===== src/rtl/ac_vlc_encoder_pkg.sv =====
// Shared types and codebook tables for the ProRes AC run/level VLC encoder.
package prores_ac_vlc_pkg;

    typedef enum logic [2:0] {
        ST_IDLE       = 3'd0,
        ST_ACCEPT     = 3'd1,
        ST_EMIT_RUN   = 3'd2,
        ST_EMIT_LEVEL = 3'd3,
        ST_FINISH     = 3'd4
    } state_t;

    localparam int COEFFS_PER_BLOCK = 63;

    localparam logic [7:0] RUN_CB_INIT = 8'h04;
    localparam logic [7:0] LEV_CB_INIT = 8'h05;

    localparam logic [7:0] RUN_TO_CB [0:15] = '{
        8'h06, 8'h06, 8'h05, 8'h05, 8'h04, 8'h29, 8'h29, 8'h29,
        8'h29, 8'h28, 8'h28, 8'h28, 8'h28, 8'h28, 8'h28, 8'h4C
    };

    localparam logic [7:0] LEV_TO_CB [0:9] = '{
        8'h04, 8'h0A, 8'h05, 8'h06, 8'h04, 8'h28, 8'h28, 8'h28, 8'h28, 8'h4C
    };

    function automatic logic [7:0] run_cb_of(input logic [31:0] run);
        logic [7:0] cb;
        if (run > 32'd15) begin
            cb = RUN_TO_CB[15];
        end else begin
            cb = RUN_TO_CB[run[3:0]];
        end
        return cb;
    endfunction

    function automatic logic [7:0] lev_cb_of(input logic [31:0] mag);
        logic [7:0] cb;
        if (mag > 32'd9) begin
            cb = LEV_TO_CB[9];
        end else begin
            cb = LEV_TO_CB[mag[3:0]];
        end
        return cb;
    endfunction

endpackage


===== src/rtl/ac_vlc_encoder_vlc_codeword.sv =====
// Combinational adaptive Rice / exp-Golomb codeword builder: (codebook, value) -> right-aligned code and length.
module vlc_codeword
    import prores_ac_vlc_pkg::*;
#(
    parameter int VALUE_W = 16,
    parameter int CODE_W  = 48
) (
    input  logic [7:0]         i_cb,
    input  logic [VALUE_W-1:0] i_value,
    output logic [CODE_W-1:0]  o_code,
    output logic [5:0]         o_len
);

    localparam int VP_W = VALUE_W + 2;

    logic [2:0]      w_rice;
    logic [2:0]      w_exp;
    logic [2:0]      w_sw;
    logic [VP_W-1:0] w_value;
    logic [VP_W-1:0] w_sv;
    logic [VP_W-1:0] w_vp;
    logic [VP_W-1:0] w_rice_mask;
    logic [4:0]      w_e;

    // Split the codebook, then pick Rice or escape form; escape leading zeros are implicit in right alignment.
    always_comb begin
        w_rice      = i_cb[7:5];
        w_exp       = i_cb[4:2];
        w_sw        = {1'b0, i_cb[1:0]} + 3'd1;
        w_value     = {2'b00, i_value};
        w_sv        = VP_W'(w_sw) << w_rice;
        w_rice_mask = (VP_W'(1) << w_rice) - VP_W'(1);
        w_vp        = w_value - w_sv + (VP_W'(1) << w_exp);
        w_e         = 5'd0;
        for (int i = 0; i < VP_W; i++) begin
            w_e = w_vp[i] ? 5'(i) : w_e;
        end
        if (w_value < w_sv) begin
            o_code = CODE_W'((VP_W'(1) << w_rice) | (w_value & w_rice_mask));
            o_len  = 6'(w_value >> w_rice) + 6'd1 + {3'd0, w_rice};
        end else begin
            o_code = CODE_W'(w_vp);
            o_len  = {w_e, 1'b0} - {3'd0, w_exp} + {3'd0, w_sw} + 6'd1;
        end
    end

endmodule


===== src/rtl/ac_vlc_encoder.sv =====
// ProRes AC run/level entropy encoder for one slice, valid/ready on both sides.
// Optional AC_VLC_STATS_EN adds a bit_total counter of emitted codeword bits.
module ac_vlc_encoder
    import prores_ac_vlc_pkg::*;
#(
    parameter int COEFF_W = 16,
    parameter int CODE_W  = 48
) (
    input  logic               clock,
    input  logic               reset_n,
    input  logic               start,
    input  logic [31:0]        block_num,
    input  logic               in_valid,
    output logic               in_ready,
    input  logic [COEFF_W-1:0] in_coeff,
    output logic               out_valid,
    input  logic               out_ready,
    output logic [CODE_W-1:0]  out_code,
    output logic [5:0]         out_len,
    output logic               busy,
    output logic               done
`ifdef AC_VLC_STATS_EN
    ,
    output logic [31:0]        bit_total
`endif
);

    state_t               r_state;
    state_t               w_next_state;
    logic [11:0]          r_total;
    logic [11:0]          r_consumed;
    logic [11:0]          r_run;
    logic [7:0]           r_run_cb;
    logic [7:0]           r_lev_cb;
    logic [COEFF_W-2:0]   r_abs;
    logic                 r_sign;
    logic                 r_in_ready;
    logic                 r_out_valid;
    logic [CODE_W-1:0]    r_out_code;
    logic [5:0]           r_out_len;
    logic                 r_busy;
    logic                 r_done;

    logic                 w_accept;
    logic                 w_out_hs;
    logic                 w_coeff_zero;
    logic [COEFF_W-2:0]   w_coeff_abs;
    logic [11:0]          w_consumed_inc;
    logic [7:0]           w_cw_cb;
    logic [COEFF_W-1:0]   w_cw_value;
    logic [CODE_W-1:0]    w_cw_code;
    logic [5:0]           w_cw_len;

    assign w_accept       = in_valid && r_in_ready;
    assign w_out_hs       = r_out_valid && out_ready;
    assign w_coeff_zero   = (in_coeff == '0);
    assign w_consumed_inc = r_consumed + 12'd1;

    // Magnitude of the incoming coefficient; the most negative value saturates.
    always_comb begin
        if (!in_coeff[COEFF_W-1]) begin
            w_coeff_abs = in_coeff[COEFF_W-2:0];
        end else if (in_coeff[COEFF_W-2:0] == '0) begin
            w_coeff_abs = '1;
        end else begin
            w_coeff_abs = (COEFF_W-1)'(~in_coeff + COEFF_W'(1));
        end
    end

    // In ACCEPT the shared coder prepares the run codeword; afterwards it prepares the level codeword.
    always_comb begin
        if (r_state == ST_ACCEPT) begin
            w_cw_cb    = r_run_cb;
            w_cw_value = COEFF_W'(r_run);
        end else begin
            w_cw_cb    = r_lev_cb;
            w_cw_value = {1'b0, r_abs - (COEFF_W-1)'(1)};
        end
    end

    vlc_codeword #(
        .VALUE_W (COEFF_W),
        .CODE_W  (CODE_W)
    ) u_vlc_codeword (
        .i_cb    (w_cw_cb),
        .i_value (w_cw_value),
        .o_code  (w_cw_code),
        .o_len   (w_cw_len)
    );

    // Next-state decode.
    always_comb begin
        w_next_state = r_state;
        case (r_state)
            ST_IDLE: begin
                if (start) begin
                    w_next_state = ST_ACCEPT;
                end else begin
                    w_next_state = ST_IDLE;
                end
            end
            ST_ACCEPT: begin
                if (!w_accept) begin
                    w_next_state = ST_ACCEPT;
                end else if (!w_coeff_zero) begin
                    w_next_state = ST_EMIT_RUN;
                end else if (w_consumed_inc == r_total) begin
                    w_next_state = ST_FINISH;
                end else begin
                    w_next_state = ST_ACCEPT;
                end
            end
            ST_EMIT_RUN: begin
                if (w_out_hs) begin
                    w_next_state = ST_EMIT_LEVEL;
                end else begin
                    w_next_state = ST_EMIT_RUN;
                end
            end
            ST_EMIT_LEVEL: begin
                if (!w_out_hs) begin
                    w_next_state = ST_EMIT_LEVEL;
                end else if (r_consumed == r_total) begin
                    w_next_state = ST_FINISH;
                end else begin
                    w_next_state = ST_ACCEPT;
                end
            end
            ST_FINISH: w_next_state = ST_IDLE;
            default:   w_next_state = ST_IDLE;
        endcase
    end

    // State register plus registered status outputs derived from the next state.
    always_ff @(posedge clock or negedge reset_n) begin
        if (!reset_n) begin
            r_state    <= ST_IDLE;
            r_in_ready <= 1'b0;
            r_busy     <= 1'b0;
            r_done     <= 1'b0;
        end else begin
            r_state    <= w_next_state;
            r_in_ready <= (w_next_state == ST_ACCEPT);
            r_busy     <= (w_next_state != ST_IDLE);
            r_done     <= (w_next_state == ST_FINISH);
        end
    end

    // Slice datapath: counters, adaptive codebooks and the output codeword register.
    always_ff @(posedge clock or negedge reset_n) begin
        if (!reset_n) begin
            r_total     <= 12'd0;
            r_consumed  <= 12'd0;
            r_run       <= 12'd0;
            r_run_cb    <= 8'd0;
            r_lev_cb    <= 8'd0;
            r_abs       <= '0;
            r_sign      <= 1'b0;
            r_out_valid <= 1'b0;
            r_out_code  <= '0;
            r_out_len   <= 6'd0;
        end else begin
            case (r_state)
                ST_IDLE: begin
                    if (start) begin
                        r_total    <= 12'(block_num * 32'(COEFFS_PER_BLOCK));
                        r_consumed <= 12'd0;
                        r_run      <= 12'd0;
                        r_run_cb   <= RUN_CB_INIT;
                        r_lev_cb   <= LEV_CB_INIT;
                    end
                end
                ST_ACCEPT: begin
                    if (w_accept) begin
                        r_consumed <= w_consumed_inc;
                        if (w_coeff_zero) begin
                            r_run <= r_run + 12'd1;
                        end else begin
                            r_abs       <= w_coeff_abs;
                            r_sign      <= in_coeff[COEFF_W-1];
                            r_out_code  <= w_cw_code;
                            r_out_len   <= w_cw_len;
                            r_out_valid <= 1'b1;
                        end
                    end
                end
                ST_EMIT_RUN: begin
                    if (w_out_hs) begin
                        r_out_code <= {w_cw_code[CODE_W-2:0], r_sign};
                        r_out_len  <= w_cw_len + 6'd1;
                    end
                end
                ST_EMIT_LEVEL: begin
                    if (w_out_hs) begin
                        r_out_valid <= 1'b0;
                        r_run_cb    <= run_cb_of(32'(r_run));
                        r_lev_cb    <= lev_cb_of(32'(r_abs));
                        r_run       <= 12'd0;
                    end
                end
                default: begin
                    r_out_valid <= 1'b0;
                end
            endcase
        end
    end

`ifdef AC_VLC_STATS_EN
    logic [31:0] r_bit_total;

    // Running total of emitted bits for the current slice.
    always_ff @(posedge clock or negedge reset_n) begin
        if (!reset_n) begin
            r_bit_total <= 32'd0;
        end else if ((r_state == ST_IDLE) && start) begin
            r_bit_total <= 32'd0;
        end else if (w_out_hs) begin
            r_bit_total <= r_bit_total + 32'(r_out_len);
        end else begin
            r_bit_total <= r_bit_total;
        end
    end

    assign bit_total = r_bit_total;
`endif

    assign in_ready  = r_in_ready;
    assign out_valid = r_out_valid;
    assign out_code  = r_out_code;
    assign out_len   = r_out_len;
    assign busy      = r_busy;
    assign done      = r_done;

endmodule


===== config.mk =====
export PLATFORM = sky130hd
export DESIGN_NAME = ac_vlc_encoder
export DESIGN_NICKNAME = d
export VERILOG_FILES = /design/src/rtl/ac_vlc_encoder_pkg.sv /design/src/rtl/ac_vlc_encoder_vlc_codeword.sv /design/src/rtl/ac_vlc_encoder.sv
export SDC_FILE = /design/constraint.sdc
export NUM_CORES = 1
export LEC_CHECK = 0
export ABC_AREA = 1
export CAP_MARGIN = 15
export CORE_MARGIN = 5
export CORE_UTILIZATION = 33
export DETAILED_ROUTE_END_ITERATION = 8
export GPL_ROUTABILITY_DRIVEN = 0
export SLEW_MARGIN = 20
export SYNTH_ARGS = -nofsm -noshare
export SYNTH_HDL_FRONTEND = slang
export SYNTH_SLANG_ARGS = --single-unit

===== constraint.sdc =====
create_clock -name clock -period 5.5 [get_ports clock]
set_clock_uncertainty 0.1 [all_clocks]
set_input_delay 1.375 -clock clock [delete_from_list [all_inputs] [get_ports clock]]
set_output_delay 1.375 -clock clock [all_outputs]
set_load 0.01 [all_outputs]

==> summary.txt <==
Detailed routing
  • Vias per inst: about 4.8
  • Vias post-DR: 8873
  • DRT Pass-1 Iters: 5
  • Avg WL per Cell: 13.9 um
  • DRC: 0
  • DRT Wirelength: 25400 um
  • DR iter-0 viols: 544
  • Antenna Nets Post-Route: 0

Worst setup path
  • CP max stage cell: fa_1
  • Reg2Reg Setup Slack: 70 ps
  • Worst endpoint data arrival time: 5570 ps
  • Reg2reg path depth: 38
  • Reg2reg end: out_len[5]$_DFFE_PN0P_
  • Crit path buf inv count: 5
  • Crit-path max cell delay: 530 ps
  • Crit path max-delay family: simple AND/OR/NAND/NOR gates
  • CP startpoint kind: flop
  • Reg2Reg Launch Point: r_state[2]$_DFF_PN0_
  • CP Capture Type: flop
  • CP max FO: 6
  • Worst EP required: 5640 ps
  • Critical path class: flop to flop
  • Crit-path most repeated cell: nand2_1

Timing
  • Slew @ Worst Pin: 919 ps
  • Tmin final: 5430 ps
  • Worst-case hold slack: 387 ps
  • Worst relative slew slack: between 30% and 40%
  • TNS Setup: 0 ps
  • Crit share post-route: a little over nine tenths
  • Maximum clock rate: 184 MHz
  • Unrepaired setup endpoints after global routing: true
  • Final Hold Fails: 0
  • Final Max Tran Viols: 0
  • Final setup fails: 0

Min path
  • Worst hold stages: 2
  • Hold Startpoint: out_len[2]$_DFFE_PN0P_
  • Hold WC Path Type: flop to flop
  • Hold Path End: out_len[2]$_DFFE_PN0P_

Clock tree
  • Clk slew on worst S/H paths: 70 ps
  • CTS Hold Buffers Added: 0
  • Clock tree buffer depth: 2
  • Clock Latency Late Sink: 360 ps
  • Clk sinks: 96
  • Root Buffer: clkbuf_16
  • TritonCTS clock tree: done
  • Cts bufs inserted: 9
  • Htree depth: 3

Floorplan
  • FP Rows: between 60 and 70
  • Die footprint: approximately 0.032 mm^2
  • Die height: between 150 and 200 um
  • Chip Width: 180 um
  • Core area: 0.0285 mm^2
  • Initial core utilization: 33.3%
  • Ports: 111

Layout
  • Layout area overhead: 19.8%
  • Share of layout cells above drive strength 1: 12.7%
  • Ant. Diodes: 0
  • Final net count: 1587
  • Fin util: between 30% and 40%

Logic synthesis
  • Area contributors post-synth: dfrtp_1, nand2_1, inv_1, ha_1, fa_1
  • FF+latch count, synth: 96
  • Ys flop type: dfrtp_1
  • Async set-reset flop share out of synthesis: 100%
  • Number of enable flip-flop cells after synthesis: 0
  • Syn Std Cell Area: 0.00951 mm^2
  • Sequential-to-total area share from yosys stat: 25.3%
  • Synth warn: 0
  • Avg Cell Area, Syn: 7.03 um^2
  • Synth Instances: 1353
  • Yosys cell types: 61
  • Post-synth top area share: 25.3%
  • Yosys top cell by area: dfrtp_1

Global route
  • First-pass GRT wire length: 42100 um
  • Vias in the first global route: between 8000 and 9000
  • Total gr overflow: 0
  • Total GRT Usage: 15.4%
  • Initial antenna violation count: 0
  • Pin count of the biggest net entering global routing: 69

Run
  • Max Cap Viol: 0

Status
  • Outcome: finished, final reports clean

Place
  • IO Port Bufs: 61
  • DP HPWL: 20400 um
cell usage after synthesis (13+ instances only):
cell type / n
xnor2_1: 13
xor2_1: 40
nand4_1: 21
buf_4: 35
ha_1: 62
o221ai_1: 14
fa_1: 29
inv_1: 214
dfrtp_1: 96
nand3_1: 100
nor3_1: 19
a21oi_1: 34
o21ai_0: 48
o22ai_1: 19
nor2_1: 131
nand2_1: 326
kinds of logic (layout without fill, tap and decap cells):
| kind of cell | count (synthesis) | count (layout) | share of synthesized area (%) |
|---|---|---|---|
| AOI/OAI and AO/OA | 166 | 166 | 10.9 |
| xor gates and xnor gates | 54 | 54 | 5.05 |
| adders and majority gates | 91 | 91 | 14.3 |
| buffers and inverters | 283 | 349 | 13.1 |
| DFF | 96 | 96 | 25.3 |
| muxes | 1 | 1 | 0.105 |
| other | 1 | 29 | 0.0394 |
| and+or+nand+nor | 661 | 662 | 31.3 |
tightest hold or removal path, delay by kind of cell (launching register included):
kind | cells | cell delay (ps)
simple gates | 2 | 110
flops | 1 | 340
routing by layer:
layer	track usage, %	up-vias	wire [um]
li1	-	4485	-
met1	20.4	4154	11700
met2	25.9	199	12100
met3	2.00	35	890
met4	5.30	0	699
met5	0	-	0
final cells by class:
cell class                      count  area, um^2
Fill cell                        2973       17200
Multi-Input combinational cell   1003        6360
Sequential cell                    96        2400
Timing Repair Buffer              105         996
Inverter                          228         863
Tap cell                          384         480
Clock buffer                       10         239
Clock inverter                      6        52.6
cells in the final DEF, fill, tap and decap left out, drive strengths merged, types with 6 or more instances in the layout:
cell type,n
a21oi,35
buf,44
clkbuf,11
clkdlybuf4s50,60
conb,29
dfrtp,96
fa,29
ha,62
inv,229
nand2,343
nand3,107
nand4,21
nor2,142
nor3,25
nor4,6
o211ai,10
o21ai,55
o221ai,14
o22ai,19
o31ai,7
or2,6
xnor2,13
xor2,41
per-stage QoR:
| stage | setup slack, ps | cell area, um^2 | std cells |
|---|---|---|---|
| 2_1_floorplan | 16.8 | 9730 | 1381 |
| 3_3_place_gp | -68.7 | 10600 | 1801 |
| 3_5_place_dp | -59.0 | 10600 | 1801 |
| 4_1_cts | 5.39 | 11000 | 1817 |
| 5_1_grt | -278 | 11400 | 1832 |
| 6_report | 74.9 | 11400 | 1832 |
worst max-delay path by stage:
| stage | startpoint | endpoint | slack, ps | cells past startpoint |
|---|---|---|---|---|
| after floorplan | r_state[2]$_DFF_PN0_ | out_len[1]$_DFFE_PN0P_ | 20 | 38 |
| after global placement | r_state[0]$_DFF_PN0_ | out_len[5]$_DFFE_PN0P_ | -70 | 44 |
| after detailed placement | r_state[0]$_DFF_PN0_ | out_len[5]$_DFFE_PN0P_ | -60 | 44 |
| after CTS | r_state[0]$_DFF_PN0_ | out_len[5]$_DFFE_PN0P_ | 5 | 40 |
| after global routing | r_state[2]$_DFF_PN0_ | out_len[5]$_DFFE_PN0P_ | -280 | 42 |
| final | r_state[2]$_DFF_PN0_ | out_len[5]$_DFFE_PN0P_ | 70 | 38 |
state kept, by name (all words and copies together) (netlist names), 3 cells and up:
| register | flops |
|---|---|
| r_lev_cb | 6 |
| r_state | 3 |
| r_run | 12 |
| r_run_cb | 6 |
| out_code | 19 |
| r_consumed | 12 |
| r_total | 12 |
| out_len | 6 |
| r_abs | 15 |
repair_timing:
item / 4_1_cts / 5_1_grt
cloned: 0 / 2
pin swaps: 1 / 25
setup endpoints to repair: 5 / 5
resized for setup: 6 / 58
buffers inserted: 0 / 13
Power is not shown: default switching activity piles up to over one toggle a cycle in this logic, so the estimate is an artifact.
